**src/rtl/fetch_stage.sv**
```systemverilog
`default_nettype none
// ============================================================================
//  Module   : fetch_stage
//  Purpose  : Instruction-fetch stage feeding the IF/ID pipeline register.
//             Owns the architectural PC and keeps at most one request in
//             flight to a variable-latency instruction memory. Each cycle it
//             presents either the fetched word or a NOP bubble, with its PC,
//             and drives the IF/ID write enable. It also handles hazard
//             stalls, branch redirects from EX and HLT detection.
//  Ports    :
//    clk            in   system clock (rising edge)
//    rst            in   synchronous active-high reset
//    stall          in   hold PC and suppress the IF/ID write
//    branch_taken   in   redirect request from EX
//    branch_target  in   [15:0] redirect PC
//    imem_req       out  request strobe (address taken on this edge)
//    imem_addr      out  [15:0] request address (= pc)
//    imem_rdy       in   response valid
//    imem_data      in   [15:0] instruction word
//    instr_out      out  [15:0] instruction or bubble to IF/ID
//    pc_current_out out  [15:0] PC of instr_out
//    pc_plus2_out   out  [15:0] pc_current_out + 2 (mod 2^16)
//    if_id_wen      out  IF/ID write enable
//    halted         out  fetch stopped on HLT
//  Revision : 1.0 - initial release
// ============================================================================
module fetch_stage #(
  parameter logic [15:0] RESET_PC   = 16'h0000,
  parameter logic [15:0] NOP_INSTR  = 16'h0000,
  parameter logic [3:0]  HLT_OPCODE = 4'hF
) (
  input  logic        clk,
  input  logic        rst,
  input  logic        stall,
  input  logic        branch_taken,
  input  logic [15:0] branch_target,
  output logic        imem_req,
  output logic [15:0] imem_addr,
  input  logic        imem_rdy,
  input  logic [15:0] imem_data,
  output logic [15:0] instr_out,
  output logic [15:0] pc_current_out,
  output logic [15:0] pc_plus2_out,
  output logic        if_id_wen,
  output logic        halted
);

  localparam logic [2:0] c_ST_ISSUE   = 3'd0;
  localparam logic [2:0] c_ST_WAIT    = 3'd1;
  localparam logic [2:0] c_ST_HOLD    = 3'd2;
  localparam logic [2:0] c_ST_DISCARD = 3'd3;
  localparam logic [2:0] c_ST_HALT    = 3'd4;

  logic [2:0]  state_q, state_d;
  logic [15:0] pc_q, pc_d;
  logic [15:0] hold_q, hold_d;

  // A delivery can come straight from memory (WAIT) or from the hold
  // buffer (HOLD); both share the same write/HLT/advance handling below.
  logic        w_deliver;
  logic [15:0] w_word;

  assign imem_addr      = pc_q;
  assign pc_current_out = pc_q;
  assign pc_plus2_out   = pc_q + 16'd2;

  always_comb begin
    state_d   = state_q;
    pc_d      = pc_q;
    hold_d    = hold_q;
    w_deliver = 1'b0;
    w_word    = imem_data;
    imem_req  = 1'b0;
    if_id_wen = ~stall;
    instr_out = NOP_INSTR;
    halted    = 1'b0;

    case (state_q)
      c_ST_ISSUE: begin
        // The request goes out even when redirected; its response must
        // then be thrown away, hence DISCARD.
        imem_req = 1'b1;
        state_d  = c_ST_WAIT;
        if (branch_taken) begin
          pc_d    = branch_target;
          state_d = c_ST_DISCARD;
        end
      end

      c_ST_WAIT: begin
        if (branch_taken) begin
          pc_d      = branch_target;
          if_id_wen = 1'b1;
          state_d   = imem_rdy ? c_ST_ISSUE : c_ST_DISCARD;
        end else if (imem_rdy && !stall) begin
          w_deliver = 1'b1;
          w_word    = imem_data;
        end else if (imem_rdy) begin
          hold_d    = imem_data;
          if_id_wen = 1'b0;
          state_d   = c_ST_HOLD;
        end
      end

      c_ST_HOLD: begin
        if (branch_taken) begin
          hold_d    = NOP_INSTR;
          pc_d      = branch_target;
          if_id_wen = 1'b1;
          state_d   = c_ST_ISSUE;
        end else if (!stall) begin
          w_deliver = 1'b1;
          w_word    = hold_q;
        end
      end

      c_ST_DISCARD: begin
        if (branch_taken) begin
          pc_d = branch_target;
        end
        // A response arriving together with a new redirect still retires
        // the outstanding request, so the DISCARD can end here.
        if (imem_rdy) begin
          state_d = c_ST_ISSUE;
        end
      end

      c_ST_HALT: begin
        halted = 1'b1;
        if (branch_taken) begin
          pc_d    = branch_target;
          state_d = c_ST_ISSUE;
        end
      end

      default: begin
        state_d = c_ST_ISSUE;
      end
    endcase

    if (w_deliver) begin
      instr_out = w_word;
      if_id_wen = 1'b1;
      if (w_word[15:12] == HLT_OPCODE) begin
        state_d = c_ST_HALT;
      end else begin
        pc_d    = pc_q + 16'd2;
        state_d = c_ST_ISSUE;
      end
    end

    if (rst) begin
      imem_req  = 1'b0;
      if_id_wen = 1'b0;
      instr_out = NOP_INSTR;
      halted    = 1'b0;
    end
  end

  always_ff @(posedge clk) begin
    if (rst) begin
      state_q <= c_ST_ISSUE;
      pc_q    <= RESET_PC;
      hold_q  <= NOP_INSTR;
    end else begin
      state_q <= state_d;
      pc_q    <= pc_d;
      hold_q  <= hold_d;
    end
  end

endmodule
`default_nettype wire

```
**config.mk**
```make
export PLATFORM = sky130hd
export DESIGN_NAME = fetch_stage
export DESIGN_NICKNAME = d
export VERILOG_FILES = /design/src/rtl/fetch_stage.sv
export SDC_FILE = /design/constraint.sdc
export NUM_CORES = 1
export LEC_CHECK = 0
export CORE_MARGIN = 3
export CORE_UTILIZATION = 42
export CTS_CLUSTER_SIZE = 30
export DETAILED_ROUTE_END_ITERATION = 10
export PLACE_DENSITY = 0.82
export SYNTH_ARGS = -nofsm -noshare
export SYNTH_HDL_FRONTEND = slang
export SYNTH_SLANG_ARGS = --single-unit
```
**constraint.sdc**
```tcl
create_clock -name clk -period 2.95 [get_ports clk]
set_clock_uncertainty 0.2 [all_clocks]
set_input_delay 0.7375 -clock clk [delete_from_list [all_inputs] [get_ports clk]]
set_output_delay 0.7375 -clock clk [all_outputs]
set_load 0.02 [all_outputs]
```
Word level (Yosys, flattened, before mapping). Cells that the tools add are included.

$add $sub $neg: 1. Eq/ne operators: 13. Muxes and demuxes: 40. Bitwise gates (word level): 1. Reductions and logical operators: 8.

Operator list (number): 16-bit 2-to-1 mux (13); 16-bit one-hot mux with 2 select lines (1); 3-bit 2-to-1 mux (7); 16-bit by 2-bit adder with 16-bit output, second input constant (1); 1-bit 2-to-1 mux (14); 3-bit one-hot mux with 4 select lines (1); 2-bit inequality test, second input constant (4); 4-bit inequality test, second input constant (2); 3-bit by 2-bit == test with 1-bit output, second input constant (2); 5-bit AND reduction (1); 5-bit OR reduction (1); 4-bit == test, second input constant (1); 2-bit 2-to-1 mux (2); 1-bit one-hot mux with 2 select lines (2); 4-bit AND reduction (1); 3-bit by 1-bit == test with 1-bit output, second input constant (1); 3-bit == test, second input constant (1); 3-bit logical NOT (1); 3-bit by 1-bit inequality test with 1-bit output, second input constant (1); 3-bit inequality test, second input constant (1); 2-bit nonzero test (1); 2-bit OR reduction (1); 1-bit logical AND (1); 1-bit logical NOT (1); 1-bit NOT (1).

Flip-flop bits (word level): 35. Input bits: 37. Output and inout port bits: 67. Word-level logic and storage cells: 66.

Depth between registers and ports, before layout.
Depth in word-level cells: 7. Mapped depth: 7. Gate-level depth less buffers: 6.

Worst setup path after synthesis. Ideal clock, no wire load.

Kind: input to output. Start point: input port branch_taken. End point: output port instr_out[10]. Arrival time: 2.275 ns. Data required time: 2.013 ns. Path slack: -0.263 ns. Stages on the path: 6. Buffers on the path: 2. Cell sequence: buf_4 -> or3_4 -> nor2_1 -> clkbuf_1 -> nand2_1 -> a21oi_1.

Longest elaborated chain between the ends: 4. Elaborated cells on any way between the ends: 7. Those cells by class: mux (7).

RTL lines: start, declared (line 35) `input logic branch_taken,`; 1-bit 2-to-1 mux, or another cell as far along (line 106) `if (branch_taken) begin`; 1-bit one-hot mux with 2 select lines or 16-bit 2-to-1 mux (tied branches); 16-bit 2-to-1 mux (*) (line 141) `if (w_deliver) begin`; 16-bit 2-to-1 mux (*) (line 152) `if (rst) begin`; end, declared (line 41) `output logic [15:0] instr_out,`.

Mark *: on every way between the ends. The rest lies on a longest branch, timed or not.

Final worst setup path.
Start point: input port imem_rdy. End point: output port instr_out[15].

Longest elaborated chain between the ends: 6.

RTL lines: start, declared (line 39) `input logic imem_rdy,`; 1-bit logical AND (line 95) `end else if (imem_rdy && !stall) begin`; 1-bit 2-to-1 mux (line 95); 1-bit 2-to-1 mux (line 91) `if (branch_taken) begin`; 1-bit one-hot mux with 2 select lines (line 78) `case (state_q)`; 16-bit 2-to-1 mux (line 141); 16-bit 2-to-1 mux (line 152).

Every way passes these cells.

==> report_table.html <==
<table>
<tr><th>Metric</th><th>Value</th></tr>
<tr><th colspan="2">Run status</th></tr>
<tr><td>Status</td><td>finished, final reports clean</td></tr>
<tr><th colspan="2">Worst setup path</th></tr>
<tr><td>Sort of element at the end of the critical path</td><td>output port</td></tr>
<tr><td>Maximum net fanout on the critical path</td><td>8</td></tr>
<tr><td>Setup slack, reg-to-reg</td><td>700 ps</td></tr>
<tr><td>Startpoint Class</td><td>primary input</td></tr>
<tr><td>Endpoint of the worst register-to-register path</td><td>imem_addr[4]</td></tr>
<tr><td>Critical path class</td><td>primary input to output port</td></tr>
<tr><td>Data arrival, critical path</td><td>1950 ps</td></tr>
<tr><td>Beginning of the worst register-to-register path</td><td>state_q[2]</td></tr>
<tr><td>Required @ worst endpoint</td><td>2010 ps</td></tr>
<tr><td>Depth of the worst register-to-register path</td><td>7</td></tr>
<tr><th colspan="2">STA</th></tr>
<tr><td>Transition time of the tightest slew-check pin</td><td>514 ps</td></tr>
<tr><td>Number of pins with negative max-slew slack in the final report</td><td>0</td></tr>
<tr><td>Number of endpoints failing setup at the final stage</td><td>0</td></tr>
<tr><td>Final Hold Fails</td><td>0</td></tr>
<tr><td>Min cycle time layout</td><td>2890 ps</td></tr>
<tr><td>RSZ-0062 raised after global routing</td><td>false</td></tr>
<tr><td>Max Clock Freq</td><td>346 MHz</td></tr>
<tr><td>Worst-case hold slack</td><td>319 ps</td></tr>
<tr><td>Final clock period utilization by the worst path</td><td>97.9%</td></tr>
<tr><td>Relative max-transition margin</td><td>65.7%</td></tr>
<tr><th colspan="2">Pwr</th></tr>
<tr><td>Clock power frac</td><td>34.7%</td></tr>
<tr><td>Design internal power</td><td>1.07 mW</td></tr>
<tr><td>Power per standard cell area</td><td>395 nW/µm²</td></tr>
<tr><td>Total Power Consumption</td><td>1.53 mW</td></tr>
<tr><td>Comb power frac</td><td>31.1%</td></tr>
<tr><td>Fraction of power consumed by sequential logic</td><td>34.2%</td></tr>
<tr><td>Largest voltage drop on the vdd net</td><td>0.250 mV</td></tr>
<tr><td>Reported leakage power</td><td>1.54 nW</td></tr>
<tr><td>Switching power of the nets</td><td>0.460 mW</td></tr>
<tr><td>Fraction of power spent switching nets</td><td>30.1%</td></tr>
<tr><th colspan="2">Synth</th></tr>
<tr><td>Post-synthesis instance area</td><td>2240 µm²</td></tr>
<tr><td>Top flip-flop cell by instance count after synthesis</td><td>sky130_fd_sc_hd__dfxtp_1</td></tr>
<tr><td>FFs w/ async S/R, synth</td><td>0%</td></tr>
<tr><td>Synth top area share</td><td>31.3%</td></tr>
<tr><td>Library cell occupying the most area in the post-synthesis netlist</td><td>sky130_fd_sc_hd__dfxtp_1</td></tr>
<tr><td>Number of enable flip-flop cells after synthesis</td><td>0</td></tr>
<tr><td>Synth cell types</td><td>42</td></tr>
<tr><td>Top post-synthesis cells by area</td><td>sky130_fd_sc_hd__dfxtp_1 (31%), sky130_fd_sc_hd__nand2_1 (11%), sky130_fd_sc_hd__buf_4 (6.4%), sky130_fd_sc_hd__a311oi_2 (6.0%), sky130_fd_sc_hd__nor2_1 (5.9%)</td></tr>
<tr><td>Most used standard cells in the synthesized netlist</td><td>sky130_fd_sc_hd__nand2_1 (64), sky130_fd_sc_hd__dfxtp_1 (35), sky130_fd_sc_hd__nor2_1 (35), sky130_fd_sc_hd__a21oi_1 (20), sky130_fd_sc_hd__buf_4 (19)</td></tr>
<tr><td>Warnings, synthesis</td><td>0</td></tr>
<tr><td>Post-Syn Area per Cell</td><td>7.50 µm²</td></tr>
<tr><td>Most numerous cell in the Yosys netlist</td><td>sky130_fd_sc_hd__nand2_1</td></tr>
<tr><td>Post-synthesis sequential area ratio</td><td>31.3%</td></tr>
<tr><td>Synthesized instance count</td><td>298</td></tr>
<tr><td>Post-synthesis sequential element count</td><td>35</td></tr>
<tr><td>Net count of the mapped netlist</td><td>336</td></tr>
<tr><th colspan="2">Place</th></tr>
<tr><td>DP HPWL</td><td>5700 µm</td></tr>
<tr><td>Port Buf Inserts</td><td>103</td></tr>
<tr><td>Gp weighted congestion</td><td>0.834</td></tr>
<tr><td>Post-placement cell count</td><td>474</td></tr>
<tr><th colspan="2">Routing</th></tr>
<tr><td>Pre-antenna DRT Iters</td><td>4</td></tr>
<tr><td>Drc violations</td><td>0</td></tr>
<tr><td>Final routed wirelength across all metal layers</td><td>7940 µm</td></tr>
<tr><td>Number of DRC markers after the initial detailed-route iteration</td><td>144</td></tr>
<tr><td>Total number of vias</td><td>2,625</td></tr>
<tr><td>Final routed wire length divided by cell count</td><td>16.3 µm</td></tr>
<tr><td>DR vias/cell</td><td>5.40</td></tr>
<tr><td>Post-route antenna net violation count</td><td>0</td></tr>
<tr><th colspan="2">Die</th></tr>
<tr><td>Die span in y</td><td>79.0 µm</td></tr>
<tr><td>Overall die width</td><td>79.0 µm</td></tr>
<tr><td>I/O pin total</td><td>104</td></tr>
<tr><td>Total core area</td><td>4940 µm²</td></tr>
<tr><td>DIE AREA</td><td>6230 µm²</td></tr>
<tr><td>Initial core utilization</td><td>45.2%</td></tr>
<tr><td>Number of standard-cell rows in the floorplan</td><td>25</td></tr>
<tr><th colspan="2">Clock tree</th></tr>
<tr><td>Clock latency of the later-clocked register in the worst-skew pair</td><td>300 ps</td></tr>
<tr><td>Total CTS buffers</td><td>5</td></tr>
<tr><td>Max clock buf depth</td><td>2</td></tr>
<tr><td>Clock tree from TritonCTS</td><td>yes</td></tr>
<tr><td>Sink Count</td><td>35</td></tr>
<tr><td>Maximum level of the CTS H-tree</td><td>2</td></tr>
<tr><td>Clock transition at the registers of the reported paths</td><td>80 ps</td></tr>
<tr><td>Clock root cell</td><td>sky130_fd_sc_hd__clkbuf_8</td></tr>
<tr><th colspan="2">GRT</th></tr>
<tr><td>Global-route usage over all layers</td><td>25.2%</td></tr>
<tr><td>Initial antenna violation count</td><td>0</td></tr>
<tr><td>First-pass GRT wire length</td><td>12,500 µm</td></tr>
<tr><td>Maximum number of pins on one net before global-route repair</td><td>21</td></tr>
<tr><td>Total congestion overflow after global routing</td><td>0</td></tr>
<tr><td>Number of global-route vias before repair</td><td>2,571</td></tr>
<tr><th colspan="2">Final layout</th></tr>
<tr><td>Final core utilization</td><td>78.2%</td></tr>
<tr><td>Final net count</td><td>456</td></tr>
<tr><td>Fillers</td><td>376</td></tr>
<tr><td>Area growth from synthesis to layout</td><td>72.7%</td></tr>
<tr><td>Antenna diode count</td><td>0</td></tr>
<tr><td>Fraction of layout cells with a size suffix above 1</td><td>27.9%</td></tr>
<tr><td>Post-route insts no fill</td><td>486</td></tr>
<tr><th colspan="2">Min path</th></tr>
<tr><td>Min-delay worst type</td><td>flip-flop to flip-flop</td></tr>
<tr><td>Cell depth of the worst hold path</td><td>2</td></tr>
<tr><td>WHS Endpoint</td><td>hold_q[3]</td></tr>
<tr><td>Hold path start</td><td>hold_q[3]</td></tr>
<tr><th colspan="2">Flow run</th></tr>
<tr><td>Number of max-cap violations</td><td>0</td></tr>
</table>
worst max-delay path: stages:
cell and delay [ps]:
sky130_fd_sc_hd__dlygate4sd2_1 260, sky130_fd_sc_hd__and3b_1 180, sky130_fd_sc_hd__o21a_2 230, sky130_fd_sc_hd__nand2b_4 100, sky130_fd_sc_hd__buf_6 110, sky130_fd_sc_hd__buf_12 140
sky130_fd_sc_hd__a21oi_2 40, sky130_fd_sc_hd__buf_4 150
layout by cell type, fill, tap and decap left out, types with 2 or more instances in the layout:
cell and instances:
sky130_fd_sc_hd__clkdlybuf4s50_1 72, sky130_fd_sc_hd__nand2_1 56, sky130_fd_sc_hd__buf_4 48, sky130_fd_sc_hd__dfxtp_1 35, sky130_fd_sc_hd__nor2_1 34, sky130_fd_sc_hd__a22oi_1 17, sky130_fd_sc_hd__xnor2_1 12, sky130_fd_sc_hd__a21oi_4 11
sky130_fd_sc_hd__dlygate4sd2_1 11, sky130_fd_sc_hd__buf_6 11, sky130_fd_sc_hd__nand4_1 9, sky130_fd_sc_hd__a311oi_2 9, sky130_fd_sc_hd__nand2_2 8, sky130_fd_sc_hd__nand3_1 6, sky130_fd_sc_hd__nor3_1 6, sky130_fd_sc_hd__a21oi_2 5
sky130_fd_sc_hd__clkbuf_8 5, sky130_fd_sc_hd__buf_12 5, sky130_fd_sc_hd__and4_1 4, sky130_fd_sc_hd__a21oi_1 4, sky130_fd_sc_hd__xor2_1 3, sky130_fd_sc_hd__o21ai_0 3, sky130_fd_sc_hd__o211ai_1 3, sky130_fd_sc_hd__a31oi_1 3
sky130_fd_sc_hd__buf_2 3, sky130_fd_sc_hd__and2_1 2, sky130_fd_sc_hd__inv_1 2, sky130_fd_sc_hd__or3_4 2, sky130_fd_sc_hd__nor2b_1 2, sky130_fd_sc_hd__nor4_1 2, sky130_fd_sc_hd__bufinv_16 2
power by group through the flow:
stage                     clock network [mW]  registers [mW]  logic [mW]
after floorplan                            0           0.550       0.224
after global placement                     0           0.529       0.455
after global routing                   0.547           0.525       0.504
final                                  0.530           0.521       0.475
after CTS                              0.528           0.520       0.475
after detailed placement                   0           0.531       0.467
sequential cells by signal, summed over array words and instances (netlist names):
| register | count |
|---|---|
| hold_q | 16 |
| imem_addr | 16 |
| state_q | 3 |
per-stage QoR:
stage               worst slack (ps)  TNS (ps)  area [µm²]
floorplan                       12.5         0        2360
global placement                -726    -12160        3620
detailed placement              -767    -13030        3620
CTS                            -1.59     -3.53        3860
global route                    10.8         0        3860
finish                          61.8         0        3860
layout make-up:
type / count / area, µm² / area share (%)
sequential: 35 / 701 / 18.1
timing repair buffer: 152 / 1460 / 37.7
clock inverter: 3 / 67.6 / 1.75
clock buffer: 5 / 68.8 / 1.78
tap: 67 / 83.8 / 2.17
inverter: 2 / 7.51 / 0.194
multi-input combinational: 222 / 1480 / 38.3
per-layer routing:
| layer | routed length (µm) | global-route usage, % | vias to the layer above |
|---|---|---|---|
| met1 | 3070 | 27.6 | 1236 |
| met3 | 640 | 7.03 | 11 |
| met4 | 126 | 6.87 | 0 |
| li1 | - | - | 1270 |
| met5 | 0 | 0 | - |
| met2 | 4100 | 47.1 | 108 |
worst max path at each step:
stage	startpoint	end	slack [ps]	cells past startpoint
2_1_floorplan	branch_taken	instr_out[10]	10	7
3_3_place_gp	branch_taken	instr_out[13]	-730	7
3_5_place_dp	branch_taken	instr_out[6]	-770	7
4_1_cts	branch_taken	instr_out[10]	-2	8
5_1_grt	imem_addr[1]	pc_plus2_out[13]	10	5
6_report	imem_rdy	instr_out[15]	60	8
logic make-up after synthesis:
group                    synth area share (%)
buffers and inverters                    10.9
flip-flops                               31.3
AO/OA/AOI/OAI                            21.9
adder cells (fa/ha/maj)                 0.560
XOR/XNOR                                 5.88
multiplexers                            0.448
AND/OR/NAND/NOR                          29.0
repair_timing:
action,CTS,global route
gates resized for setup,116,18
setup endpoints to repair,27,17
endpoints found under the hold margin,0,0
hold buffers,0,0
buffers inserted,4,0
cloned,2,0
pin swaps,4,6
Note: power is estimated with default switching activity, not from simulation.
